[config.mk]
export PLATFORM = sky130hd
export DESIGN_NAME = gbd_sram_burst_writer
export DESIGN_NICKNAME = d
export VERILOG_FILES = /design/src/rtl/gbd_sram_burst_writer.sv
export SDC_FILE = /design/constraint.sdc
export NUM_CORES = 1
export LEC_CHECK = 0
export CORE_UTILIZATION = 53
export DETAILED_ROUTE_END_ITERATION = 10
export MAX_ROUTING_LAYER = met4
export PLACE_DENSITY = 0.9
export SLEW_MARGIN = 20
export SYNTH_ARGS = -nofsm -noshare
export SYNTH_HDL_FRONTEND = slang
export SYNTH_SLANG_ARGS = --single-unit
[constraint.sdc]
create_clock -name sys_clock -period 4.19 [get_ports sys_clock]
set_input_delay 0.838 -clock sys_clock [delete_from_list [all_inputs] [get_ports sys_clock]]
set_output_delay 0.838 -clock sys_clock [all_outputs]
set_load 0.1 [all_outputs]
[src/rtl/gbd_sram_burst_writer.sv]
// gbd_sram_burst_writer
//   Copies LEN bytes from the frame buffer into cartridge SRAM at BASE, one
//   byte per bus cycle with programmable setup/pulse/hold timing. Owns the
//   cart SRAM bus while busy.
//   Optional feature macro: GBD_WRITE_CHECKSUM_EN adds the wr_sum output, a
//   16-bit running sum of the bytes written in the current transfer.
module gbd_sram_burst_writer #(
  parameter int unsigned ADDR_W    = 12,
  parameter int unsigned DATA_W    = 8,
  parameter int unsigned OFS_W     = 10,
  parameter int unsigned SETUP_CYC = 2,
  parameter int unsigned PULSE_CYC = 4,
  parameter int unsigned HOLD_CYC  = 2
) (
  input  logic              sys_clock,
  input  logic              sys_resetn,
  input  logic              start,
  input  logic [ADDR_W-1:0] base_addr,
  input  logic [OFS_W-1:0]  buf_base,
  input  logic [OFS_W:0]    length,
  output logic              busy,
  output logic              done,
  output logic              ram_writing,
  output logic [ADDR_W-1:0] ram_addr,
  output logic [DATA_W-1:0] ram_data,
  output logic              ram_data_oe,
  output logic              ram_ncs,
  output logic              ram_nwe,
  output logic              buf_req,
  output logic [OFS_W-1:0]  buf_ofs,
`ifdef GBD_WRITE_CHECKSUM_EN
  output logic [15:0]       wr_sum,
`endif
  input  logic              buf_ready,
  input  logic [DATA_W-1:0] buf_data
);

  localparam int unsigned MAX_CYC =
    (SETUP_CYC > PULSE_CYC) ? ((SETUP_CYC > HOLD_CYC) ? SETUP_CYC : HOLD_CYC)
                            : ((PULSE_CYC > HOLD_CYC) ? PULSE_CYC : HOLD_CYC);
  localparam int unsigned CNT_W = (MAX_CYC < 2) ? 1 : $clog2(MAX_CYC);

  localparam logic [CNT_W-1:0] CNT_ONE     = CNT_W'(1);
  localparam logic [OFS_W:0]   IDX_ONE     = (OFS_W+1)'(1);
  localparam logic [CNT_W-1:0] SETUP_LAST  = CNT_W'(SETUP_CYC - 1);
  localparam logic [CNT_W-1:0] PULSE_LAST  = CNT_W'(PULSE_CYC - 1);
  localparam logic [CNT_W-1:0] HOLD_LAST   = CNT_W'(HOLD_CYC - 1);

  typedef enum logic [2:0] {
    S_IDLE,
    S_FETCH,
    S_SETUP,
    S_PULSE,
    S_HOLD,
    S_DONE
  } state_t;

  state_t            state, state_d;
  logic [OFS_W:0]    idx, idx_d, idx_inc;
  logic [CNT_W-1:0]  cnt, cnt_d;
  logic              accept, capture;
  logic [ADDR_W-1:0] base_q;
  logic [OFS_W-1:0]  buf_base_q;
  logic [OFS_W:0]    len_q;
  logic [OFS_W-1:0]  ofs_next;
  logic              bus_on_d;

  assign idx_inc     = idx + IDX_ONE;
  assign ram_writing = busy;

  // State register and per-byte/phase counters
  always_ff @(posedge sys_clock or negedge sys_resetn) begin
    if (!sys_resetn) begin
      state <= S_IDLE;
      idx   <= '0;
      cnt   <= '0;
    end else begin
      state <= state_d;
      idx   <= idx_d;
      cnt   <= cnt_d;
    end
  end

  // Next-state, counter and strobe decode
  always_comb begin
    state_d = state;
    idx_d   = idx;
    cnt_d   = cnt;
    accept  = 1'b0;
    capture = 1'b0;
    case (state)
      S_IDLE: begin
        if (start) begin
          accept  = 1'b1;
          idx_d   = '0;
          cnt_d   = '0;
          state_d = (length == '0) ? S_DONE : S_FETCH;
        end
      end
      S_FETCH: begin
        if (buf_req && buf_ready) begin
          capture = 1'b1;
          cnt_d   = '0;
          state_d = S_SETUP;
        end
      end
      S_SETUP: begin
        if (cnt == SETUP_LAST) begin
          cnt_d   = '0;
          state_d = S_PULSE;
        end else begin
          cnt_d = cnt + CNT_ONE;
        end
      end
      S_PULSE: begin
        if (cnt == PULSE_LAST) begin
          cnt_d   = '0;
          state_d = S_HOLD;
        end else begin
          cnt_d = cnt + CNT_ONE;
        end
      end
      S_HOLD: begin
        if (cnt == HOLD_LAST) begin
          cnt_d   = '0;
          idx_d   = idx_inc;
          state_d = (idx_inc == len_q) ? S_DONE : S_FETCH;
        end else begin
          cnt_d = cnt + CNT_ONE;
        end
      end
      S_DONE:  state_d = S_IDLE;
      default: state_d = S_IDLE;
    endcase
  end

  // Offset for the next fetch; on the accepting cycle the latched base is not yet valid
  always_comb begin
    ofs_next = (accept ? buf_base : buf_base_q) + idx_d[OFS_W-1:0];
    bus_on_d = (state_d == S_SETUP) || (state_d == S_PULSE) || (state_d == S_HOLD);
  end

  // Registered outputs, decoded from the next state so they line up with the state register;
  // done is delayed one cycle behind DONE so that it coincides with busy falling
  always_ff @(posedge sys_clock or negedge sys_resetn) begin
    if (!sys_resetn) begin
      base_q      <= '0;
      buf_base_q  <= '0;
      len_q       <= '0;
      busy        <= 1'b0;
      done        <= 1'b0;
      ram_addr    <= '0;
      ram_data    <= '0;
      ram_data_oe <= 1'b0;
      ram_ncs     <= 1'b1;
      ram_nwe     <= 1'b1;
      buf_req     <= 1'b0;
      buf_ofs     <= '0;
    end else begin
      if (accept) begin
        base_q     <= base_addr;
        buf_base_q <= buf_base;
        len_q      <= length;
      end
      if (capture) begin
        ram_data <= buf_data;
        ram_addr <= base_q + ADDR_W'(idx);
      end
      if (state_d == S_FETCH) begin
        buf_ofs <= ofs_next;
      end
      busy        <= (state_d != S_IDLE);
      done        <= (state == S_DONE);
      buf_req     <= (state_d == S_FETCH);
      ram_ncs     <= !bus_on_d;
      ram_data_oe <= bus_on_d;
      ram_nwe     <= (state_d != S_PULSE);
    end
  end

`ifdef GBD_WRITE_CHECKSUM_EN
  // Running sum of written bytes, accumulated as each byte enters the write pulse
  always_ff @(posedge sys_clock or negedge sys_resetn) begin
    if (!sys_resetn) begin
      wr_sum <= '0;
    end else if (accept) begin
      wr_sum <= '0;
    end else if (state == S_SETUP && state_d == S_PULSE) begin
      wr_sum <= wr_sum + 16'(ram_data);
    end
  end
`endif

endmodule
# == Word-level counts from Yosys, hierarchy flattened ==
# Index checks and enable logic that the tools add are counted.
# classes
n_addsub,4
n_eq_ne,16
muxes,21
reduce_logical,12
# ops
cell,count
$mux W11,2
$pmux W11 S2,1
$mux W3,7
$pmux W3 S5,1
$add A12 B11 Y12,1
$eq A3 B2 Y1 const B,4
$add A11 B1 Y11 const B,1
$eq A11 B11 Y1,1
$logic_not A11 Y1,1
$add A10 B10 Y10,1
$mux W10,1
$eq A3 B3 Y1 const B,3
$mux W2,4
$pmux W2 S4,1
$eq A3 B1 Y1 const B,2
$ne A2 B2 Y1 const B,3
$reduce_and A3 Y1,2
$mux W1,4
$reduce_bool A4 Y1,1
$logic_not A3 Y1,1
$ne A3 B2 Y1 const B,1
$reduce_bool A3 Y1,1
$add A2 B1 Y2 const B,1
$eq A2 B1 Y1 const B,1
6 further kinds,7
# totals
reg_bits,85
out_inout_bits,37

# == Depth between registers and ports, before layout ==
# Gate-level depths: netlist of run 1.
# depth
ltp_word,9
depth_mapped,18
depth_no_buf,16

# == Worst setup path after synthesis of run 1 ==
# No wires, ideal clock.
# synth_timing
kind,input -> register
startpoint,input start
endpoint,register buf_ofs[6]
setup_ns,0.125
arrival_time_ns,3.559
path_slack_ns,0.505
stages,14
cell_sequence,nor4b_1 > clkbuf_1 > clkbuf_1 > mux2_2 > ha_1 > inv_1 > fa_1 > nor2b_1 > o21ai_0 > a21boi_0 > o21ai_0 > nor2b_1 > xnor2_1 > mux2_4
# synth_via
elab_chain_len,4
# synth_rtl
element,line_no,text
from (decl),17,"input logic start,"
$mux W1,93,if (start) begin
$mux W1,91,case (state)
$mux W10,n/a,
$add A10 B10 Y10,139,ofs_next = (accept ? buf_base : buf_base_q) + idx_d[OFS_W-1:0];
to (signal assigned),170,buf_ofs <= ofs_next;
to (decl),30,"output logic [OFS_W-1:0] buf_ofs,"
# Several ways; a longest one is shown, not always the timed one. The select of a mux whose other input is x is not followed.
# A chain may end at the register's enable or synchronous reset.

# == Worst setup path in the final report of run 1 ==
# Ends and elaborated chain as after synthesis.

==> flow_summary.toml, run 1 <==
[setup_path]
crit_path_end_kind = "register"
crit_fanout = 16
crit_required_ns = 4.43
start_kind = "primary input"
critPathKind = "in -> reg"
cp.arrival_ns = 4.26

[flow_run]
timing.max_cap.violations = 0

[clocking]
numCtsBuffers = 9
cts_hold_buffers = 0
htreeDepth = 3
clock-sinks = 85
clockBufferDepth = 2
cts_root_buf = "clkbuf_8"
path_clk_slew_ns = 0.08
cts_tree = "done"
postCtsSetupBuffers = 0
cts-resized-gates = 0
clock_latency_ns = 0.36

[die]
die_y_um = 95.6
pin_count = 82
fp.dieW_um = 95.6
dieArea_mm2 = 0.00914
start_util_pct = 55.7
num_rows = 33
coreArea_mm2 = 0.00834

[cells_and_area]
final_util_pct = 69.2
drive_gt1_share_pct = 15.5
multi_input_area_mm2 = 0.00234
fillers = 608
most-common-layout-cells = "dfrtp_1, clkdlybuf4s50_1, mux2_2, o21ai_0, nand2_1"
diodes = 0
fin_nets = 583
seq_area_mm2 = 0.00213
final_area_mm2 = 0.00577
final_common_cell = "dfrtp_1"
syn_to_final_growth_pct = 24.4

[routing]
wl_per_cell_um = 16.3
drc = 0
ant_nets = 0
via_per_inst = 5.66
drt_first_iter_violations = 249
wirelength_mm = 10.1
via_count = 3519
drtPass1Iterations = 4

[synthesis]
ys_ff_latch = 85
syn_area_per_cell_um2 = 10.8
syn_inst = 431
synth_top_area_share_pct = 44.7
synth_ff_type = "dfrtp_1"
synthArstFlopShare_pct = 100
yosys.cell_types.count = 53
yosys_warnings = 0
syn_nets = 502
yosysTopAreaCell = "dfrtp_1"
ys_seq_area_share_pct = 45.9
synth_area_leaders = "dfrtp_1, mux2_2, ha_1"
synth_edf_count = 0
synth_area_mm2 = 0.00464

[sta]
clock.fmax_ghz = 0.248
hold_viol = 0
slew_headroom_pct = 34.5
final.setup.tns_ns = 0
fin_crit_ns = 4.03
rsz0062_at_grt = "no"
fin_ws_ns = 0.164
setup_viol = 0
finalMaxSlewViolations = 0
fin_crit_sh_pct = 96.1
tightest_slew_ns = 0.979
finClkSkew_ns = 0.0173

[global_routing]
grt_pass1_wl_mm = 16.8
grtUsageTotal_pct = 25.1
grt_antenna_before_repair = 0
grt_pass1_vias = 3427
grt_overflow = 0
grt_max_degree = 86

[place]
dp_hpwl_mm = 7.48
place_ws_ns = -0.100
placed_area_mm2 = 0.00555
gp_congestion = 0.912
io_buffers = 81

[min_path]
holdCritPathClass = "reg -> reg"

[pwr]
p_per_area_mw_per_mm2 = 855
ir_worst_vdd_uv = 590
p_leak_nw = 2.56
power_mw = 4.93

[run_status]
outcome = "finished clean"
[through the flow]
step / instances / hold slack (ns)
global route: 622 / 0.510
CTS: 622 / 0.489
detailed placement: 606 / 0.469
global placement: 606 / 0.462
floorplan: 431 / 0.476
finish: 622 / 0.485
[worst max-delay path: stages]
cell             delay (ns)
clkdlybuf4s50_1        0.49
nor4b_2                0.46
buf_4                  0.35
mux2_2                 0.39
ha_1                   0.22
inv_1                  0.07
fa_1                   0.21
nor2b_1                0.07
o21ai_0                0.20
a21boi_0               0.15
o21ai_0                0.24
nor2b_1                0.22
xnor2_1                0.09
mux2_4                 0.26
[worst paths after layout]
kind                       depth (start not counted)                       to  slack [ns]               startpoint
max                                               14   buf_ofs[6]$_DFFE_PN0P_        0.16                    start
max in group asynchronous                          1  ram_addr[6]$_DFFE_PN0P_        3.15               sys_resetn
min reg2reg                                        2  ram_addr[1]$_DFFE_PN0P_        0.48  ram_addr[1]$_DFFE_PN0P_
min in group asynchronous                          1       cnt[1]$_DFFE_PN0P_        0.52               sys_resetn
max reg2reg                                       13   buf_ofs[6]$_DFFE_PN0P_        0.50       state[1]$_DFF_PN0_
min                                                2  ram_addr[1]$_DFFE_PN0P_        0.48  ram_addr[1]$_DFFE_PN0P_
[logic make-up (layout without fill, tap and decap cells)]
| logic type | after synthesis | count (layout) | synth area share (%) |
|---|---|---|---|
| and+or+nand+nor | 114 | 114 | 12.6 |
| AOI/OAI and AO/OA | 86 | 86 | 11.8 |
| DFF | 85 | 85 | 45.9 |
| muxes | 54 | 54 | 13.5 |
| buffers and inverters | 39 | 125 | 3.77 |
| xor gates and xnor gates | 27 | 27 | 5.09 |
| adders and majority gates | 26 | 26 | 7.33 |
[cells in the mapped netlist (7+ instances only)]
library cell	number
xor2_1	12
dfrtp_1	83
ha_1	24
nand2_1	27
clkbuf_1	13
nor2_1	23
inv_1	20
mux2_2	41
o21ai_0	30
a21oi_1	17
nor3_1	12
mux2_4	7
nand3_1	8
xnor2_1	15
nor2b_1	9
[final cells by class]
class | instances | area share (%)
clock buffer | 9 | 2.15
clock inverter | 7 | 1.69
inverter | 20 | 1.30
multi-input combinational | 307 | 40.6
sequential | 85 | 36.9
tap | 105 | 2.28
timing repair buffer | 89 | 15.1
[power by group]
group	switching, mW	internal, mW
logic	1.88	0.977
clock network	0.315	0.339
registers	0.238	1.18
[layer usage]
layer | vias up | routed length [um] | global-route usage [%]
li1 | 1690 | - | -
met3 | 16 | 450 | 3.91
met1 | 1716 | 4620 | 32.5
met4 | 0 | 206 | 9.20
met2 | 97 | 4860 | 39.8
met5 | - | 0 | -
[registers in the layout, summed over array words and instances (netlist names)]
name,cells
len_q,11
buf_req,1
ram_data_oe,1
base_q,12
cnt,2
buf_ofs,10
busy,1
ram_nwe,1
idx,11
ram_ncs,1
state,3
buf_base_q,10
ram_addr,12
ram_data,8
done,1
Note: power is estimated with default switching activity, not from simulation.
==> run 2, diff against run 1 <==
--- a/config.mk
+++ b/config.mk
@@ -5,10 +5,11 @@
 export SDC_FILE = /design/constraint.sdc
 export NUM_CORES = 1
 export LEC_CHECK = 0
-export CORE_UTILIZATION = 53
+export ABC_AREA = 0
+export CORE_UTILIZATION = 35
 export DETAILED_ROUTE_END_ITERATION = 10
 export MAX_ROUTING_LAYER = met4
-export PLACE_DENSITY = 0.9
+export PLACE_DENSITY = 0.67
 export SLEW_MARGIN = 20
 export SYNTH_ARGS = -nofsm -noshare
 export SYNTH_HDL_FRONTEND = slang
==> run 2 against run 1 <==
- sequential share of layout area is 1.0 points lower
- cell area is 2.9% higher
- via count is 3.1% lower
- clock skew is 0.0082 ns lower
- fmax is 3.9% higher
- register-to-register slack better by 0.10 ns
==> flow_summary.toml, run 2 (synthesized netlist as in run 1, its figures left out) <==
[run_status]
outcome = "finished clean"

[clocking]
postCtsSetupBuffers = 0
cts_root_buf = "clkbuf_16"
htreeDepth = 3
cts_hold_buffers = 0
numCtsBuffers = 9
path_clk_slew_ns = 0.05
clockBufferDepth = 2
cts-resized-gates = 0
clock_latency_ns = 0.34
clock-sinks = 85
cts_tree = "done"

[routing]
wirelength_mm = 10.5
wl_per_cell_um = 15.2
drtPass1Iterations = 4
via_count = 3409
drc = 0
via_per_inst = 4.94
ant_nets = 0
drt_first_iter_violations = 194

[die]
coreArea_mm2 = 0.0128
fp.dieW_um = 117
start_util_pct = 36.3
num_rows = 41
pin_count = 82
die_y_um = 117
dieArea_mm2 = 0.0137

[cells_and_area]
syn_to_final_growth_pct = 28.0
final_cells = 690
drive_gt1_share_pct = 14.9
reg_top3 = "base_q: 12 flops, ram_addr: 12 flops"
diodes = 0
final_util_pct = 46.5
most-common-layout-cells = "dfrtp_1, clkdlybuf4s50_1, mux2_2, o21ai_0, nand2_1"
fin_nets = 584
final_common_cell = "dfrtp_1"

[pwr]
power_mw = 5.07
pwr-share-clk_pct = 15.8
sw_frac_of_total_pct = 47.6
ir_worst_vdd_uv = 479
intPower_mw = 2.66
p_per_area_mw_per_mm2 = 853
p_comb_share_pct = 56.3
pwr-share-seq_pct = 27.9
p_leak_nw = 2.60
netSwitchingPower_mw = 2.41

[place]
gp_congestion = 0.852
place_inst = 674
dp_hpwl_mm = 7.81
place_ws_ns = -0.0315
io_buffers = 81

[sta]
hold_viol = 0
holdWs_ns = 0.477
setup_viol = 0
finalMaxSlewViolations = 0
tightest_slew_ns = 0.982
clock.fmax_ghz = 0.258
rsz0062_at_grt = "no"
fin_ws_ns = 0.314
slew_headroom_pct = 34.4
fin_crit_sh_pct = 92.5
finClkSkew_ns = 0.00902
fin_crit_ns = 3.88

[global_routing]
grt_max_degree = 86
grt_overflow = 0
grt_pass1_wl_mm = 17.2
grtUsageTotal_pct = 17.4
grt_pass1_vias = 3431
grt_antenna_before_repair = 0

[setup_path]
crit_fanout = 10
rr_startpoint = "state[1]$_DFF_PN0_"
regToRegEndpoint = "buf_ofs[9]$_DFFE_PN0P_"
crit_required_ns = 4.41
worstRegToRegCells = 10
regToRegSetupSlack_ns = 0.60
critPathKind = "in -> reg"
crit_path_end_kind = "register"
cp.arrival_ns = 4.10
start_kind = "primary input"

[min_path]
min_path_cells = 2
min_to = "ram_addr[1]$_DFFE_PN0P_"
hp-start = "ram_addr[1]$_DFFE_PN0P_"
holdCritPathClass = "reg -> reg"

[flow_run]
timing.max_cap.violations = 0
-- run 2: worst max path at each step --
stage,from,endpoint,slack (ns),depth (start not counted)
3_3_place_gp,start,buf_ofs[6]$_DFFE_PN0P_,0.14,15
5_1_grt,start,buf_ofs[8]$_DFFE_PN0P_,0.005,15
4_1_cts,start,buf_ofs[8]$_DFFE_PN0P_,0.32,15
2_1_floorplan,start,buf_ofs[6]$_DFFE_PN0P_,0.51,14
3_5_place_dp,start,buf_ofs[6]$_DFFE_PN0P_,-0.03,15
6_report,start,buf_ofs[8]$_DFFE_PN0P_,0.31,15
-- run 2: per-stage QoR --
stage,TNS (ns),instance area [um^2]
3_3_place_gp,0,5640
3_5_place_dp,-0.0583,5640
4_1_cts,0,5940
5_1_grt,0,5940
6_report,0,5940
2_1_floorplan,0,4640
-- run 2: power by group through the flow --
stage	sequential, mW	clock [mW]	combinational (mW)
after floorplan	2.53	0	1.12
after global placement	1.42	0	2.81
after detailed placement	1.43	0	2.86
after CTS	1.42	0.828	2.88
after global routing	1.47	0.864	3.04
final	1.42	0.801	2.85
-- run 2: critical path, cell delays in order --
cell and delay, ns:
clkdlybuf4s50_1 0.45, nor4b_2 0.19, nor2_1 0.52, nand2_1 0.09, o21ai_0 0.13, ha_1 0.24, inv_1 0.06, fa_1 0.40
nor2b_1 0.12, o21ai_0 0.10, a21boi_0 0.24, o21ai_0 0.15, a21oi_1 0.19, xor2_1 0.09, mux2_4 0.27
-- run 2: final cells by class --
class	instances	area [um^2]
inverter	20	75.1
clock inverter	1	30.0
multi-input combinational	307	2340
sequential	85	2130
clock buffer	15	268
timing repair buffer	90	880
tap	172	215
fill	1157	6830
-- run 2: routing by layer --
layer	vias to the layer above	global-route usage, %	part of all wire [%]
met5	-	-	0
met4	0	4.30	1.3
met3	10	4.94	4.3
met2	79	27.3	48
met1	1627	22.0	46
li1	1693	-	-
==> run 3, diff against run 2 <==
--- a/config.mk
+++ b/config.mk
@@ -6,6 +6,7 @@
 export NUM_CORES = 1
 export LEC_CHECK = 0
 export ABC_AREA = 0
+export CORE_MARGIN = 2
 export CORE_UTILIZATION = 35
 export DETAILED_ROUTE_END_ITERATION = 10
 export MAX_ROUTING_LAYER = met4
==> constraint.sdc (replaced) <==
create_clock -name sys_clock -period 4.19 [get_ports sys_clock]
set_input_delay 1.0475 -clock sys_clock [delete_from_list [all_inputs] [get_ports sys_clock]]
set_output_delay 1.0475 -clock sys_clock [all_outputs]
set_load 0.1 [all_outputs]
==> run 3 against run 2 <==
- critical path depth decreased by 1
- worst setup slack better by 0.028 ns
- first-iteration DRC count is 27% lower
- critical endpoint is now buf_ofs[6]$_DFFE_PN0P_
- clock skew is 0.0022 ns higher
==> flow_summary.toml, run 3 (synthesized netlist as in run 1, its figures left out) <==
[run_status]
outcome = "finished clean"

[clocking]
clockBufferDepth = 2
cts_root_buf = "clkbuf_16"
clock-sinks = 85
clock_latency_ns = 0.34
htreeDepth = 3
postCtsSetupBuffers = 0
cts_tree = "done"
path_clk_slew_ns = 0.06
cts_hold_buffers = 0
numCtsBuffers = 9

[routing]
via_count = 3425
via_per_inst = 4.94
drc = 0
drtPass1Iterations = 4
wl_per_cell_um = 15.3
ant_nets = 0
wirelength_mm = 10.7
drt_first_iter_violations = 141

[cells_and_area]
drive_gt1_share_pct = 15.6
final_area_mm2 = 0.00598
most-common-layout-cells = "dfrtp_1, clkdlybuf4s50_1, mux2_2, o21ai_0, nand2_1"
diodes = 0
fillers = 1218
syn_to_final_growth_pct = 28.9
final_common_cell = "dfrtp_1"
fin_nets = 587
reg_top3 = "base_q: 12 flops, ram_addr: 12 flops"
final_cells = 694

[pwr]
p_leak_nw = 2.63
ir_worst_vdd_uv = 433
p_per_area_mw_per_mm2 = 858

[global_routing]
grt_pass1_vias = 3555
grt_antenna_before_repair = 0
grt_pass1_wl_mm = 18.0
grt_max_degree = 86
grt_overflow = 0
grtUsageTotal_pct = 16.6

[sta]
finalMaxSlewViolations = 0
fin_crit_ns = 3.85
setup_viol = 0
finClkSkew_ns = 0.0112
rsz0062_at_grt = "no"
final.setup.tns_ns = 0
hold_viol = 0
slew_headroom_pct = 33.9
fin_crit_sh_pct = 91.8
clock.fmax_ghz = 0.260
tightest_slew_ns = 0.988

[place]
dp_hpwl_mm = 7.93
gp_congestion = 0.853
placed_area_mm2 = 0.00567
io_buffers = 81
place_inst = 681

[setup_path]
critPathKind = "in -> reg"
critPathMaxStageDelay_ns = 0.51
slowest_stage = "clkdlybuf4s50_1"
start_kind = "primary input"
path_cells = "clkdlybuf4s50_1 > nor4b_4 > buf_4 > mux2_2 > ha_1 > inv_1 > fa_1 > nor2b_1 > o21ai_0 > a21boi_1 > o21ai_0 > nor2b_1 > xnor2_1 > mux2_4"
crit_required_ns = 4.42
cp.buffers_inverters = 3
crit_fanout = 10
critPathTopFamily = "buffers and inverters"
cp.arrival_ns = 4.08
crit_path_end_kind = "register"

[die]
start_util_pct = 35.5
pin_count = 82
die_y_um = 119
coreArea_mm2 = 0.0131
num_rows = 42
dieArea_mm2 = 0.0142
fp.dieW_um = 119

[min_path]
holdCritPathClass = "reg -> reg"

[flow_run]
timing.max_cap.violations = 0
## run 3: changes by cell type in the layout (fill, tap and decap cells not counted), sizes merged
cell / change
bufinv: +1
clkbuf: -4
buf: +3
## run 3: what timing repair did
item,CTS,global route
setup endpoints to repair,0,2
endpoints found under the hold margin,0,0
gates resized for setup,0,3
## run 3: area by class of cell
type	count	area, um^2	area share, %
inverter	20	75.1	1.25
clock buffer	11	243	4.06
sequential	85	2130	35.6
clock inverter	2	60.1	1.00
tap	176	220	3.68
multi-input combinational	307	2350	39.3
timing repair buffer	93	902	15.1
## run 3: metrics by stage
stage | hold slack [ns] | power [mW] | setup WS (ns) | util [%]
3_5_place_dp | 0.471 | 4.31 | -0.126 | 43.3
4_1_cts | 0.485 | 5.17 | 0.235 | 45.6
3_3_place_gp | 0.460 | 4.25 | -0.0130 | 43.3
5_1_grt | 0.496 | 5.43 | 0.0264 | 45.7
2_1_floorplan | 0.476 | 3.65 | 0.296 | -
6_report | 0.475 | 5.13 | 0.343 | 45.7
## run 3: final timing paths
check	start	end	slack [ns]	cells after the start
worst max-delay path	start	buf_ofs[6]$_DFFE_PN0P_	0.34	14
worst min-delay path	ram_addr[2]$_DFFE_PN0P_	ram_addr[2]$_DFFE_PN0P_	0.47	2
worst max register to register	state[2]$_DFF_PN0_	buf_ofs[9]$_DFFE_PN0P_	0.59	10
worst min register to register	ram_addr[2]$_DFFE_PN0P_	ram_addr[2]$_DFFE_PN0P_	0.47	2
max in group asynchronous	sys_resetn	buf_base_q[8]$_DFF_PN0_	2.89	1
min in group asynchronous	sys_resetn	ram_addr[11]$_DFFE_PN0P_	0.74	1
## run 3: worst register-to-register path, delay by kind of cell (launching register included)
family | cells | cell delay [ns]
flip-flops | 1 | 0.56
adder cells (fa/ha/maj) | 1 | 0.37
AO/OA/AOI/OAI | 4 | 1.19
AND/OR/NAND/NOR | 3 | 1.05
multiplexers | 1 | 0.26
XOR/XNOR | 1 | 0.09
## run 3: power by group
part	total (mW)	switching, mW	internal (mW)
logic	2.88	1.88	0.992
registers	1.42	0.238	1.19
clock network	0.834	0.306	0.529
total	5.13	2.43	2.71
## run 3: per-layer routing
| layer | track usage [%] | share of wire [%] | wire length [um] |
|---|---|---|---|
| met1 | 22.7 | 48 | 5140 |
| met2 | 24.4 | 46 | 4900 |
| met3 | 3.16 | 3.3 | 353 |
| met4 | 6.25 | 2.4 | 251 |
| met5 | - | 0 | 0 |
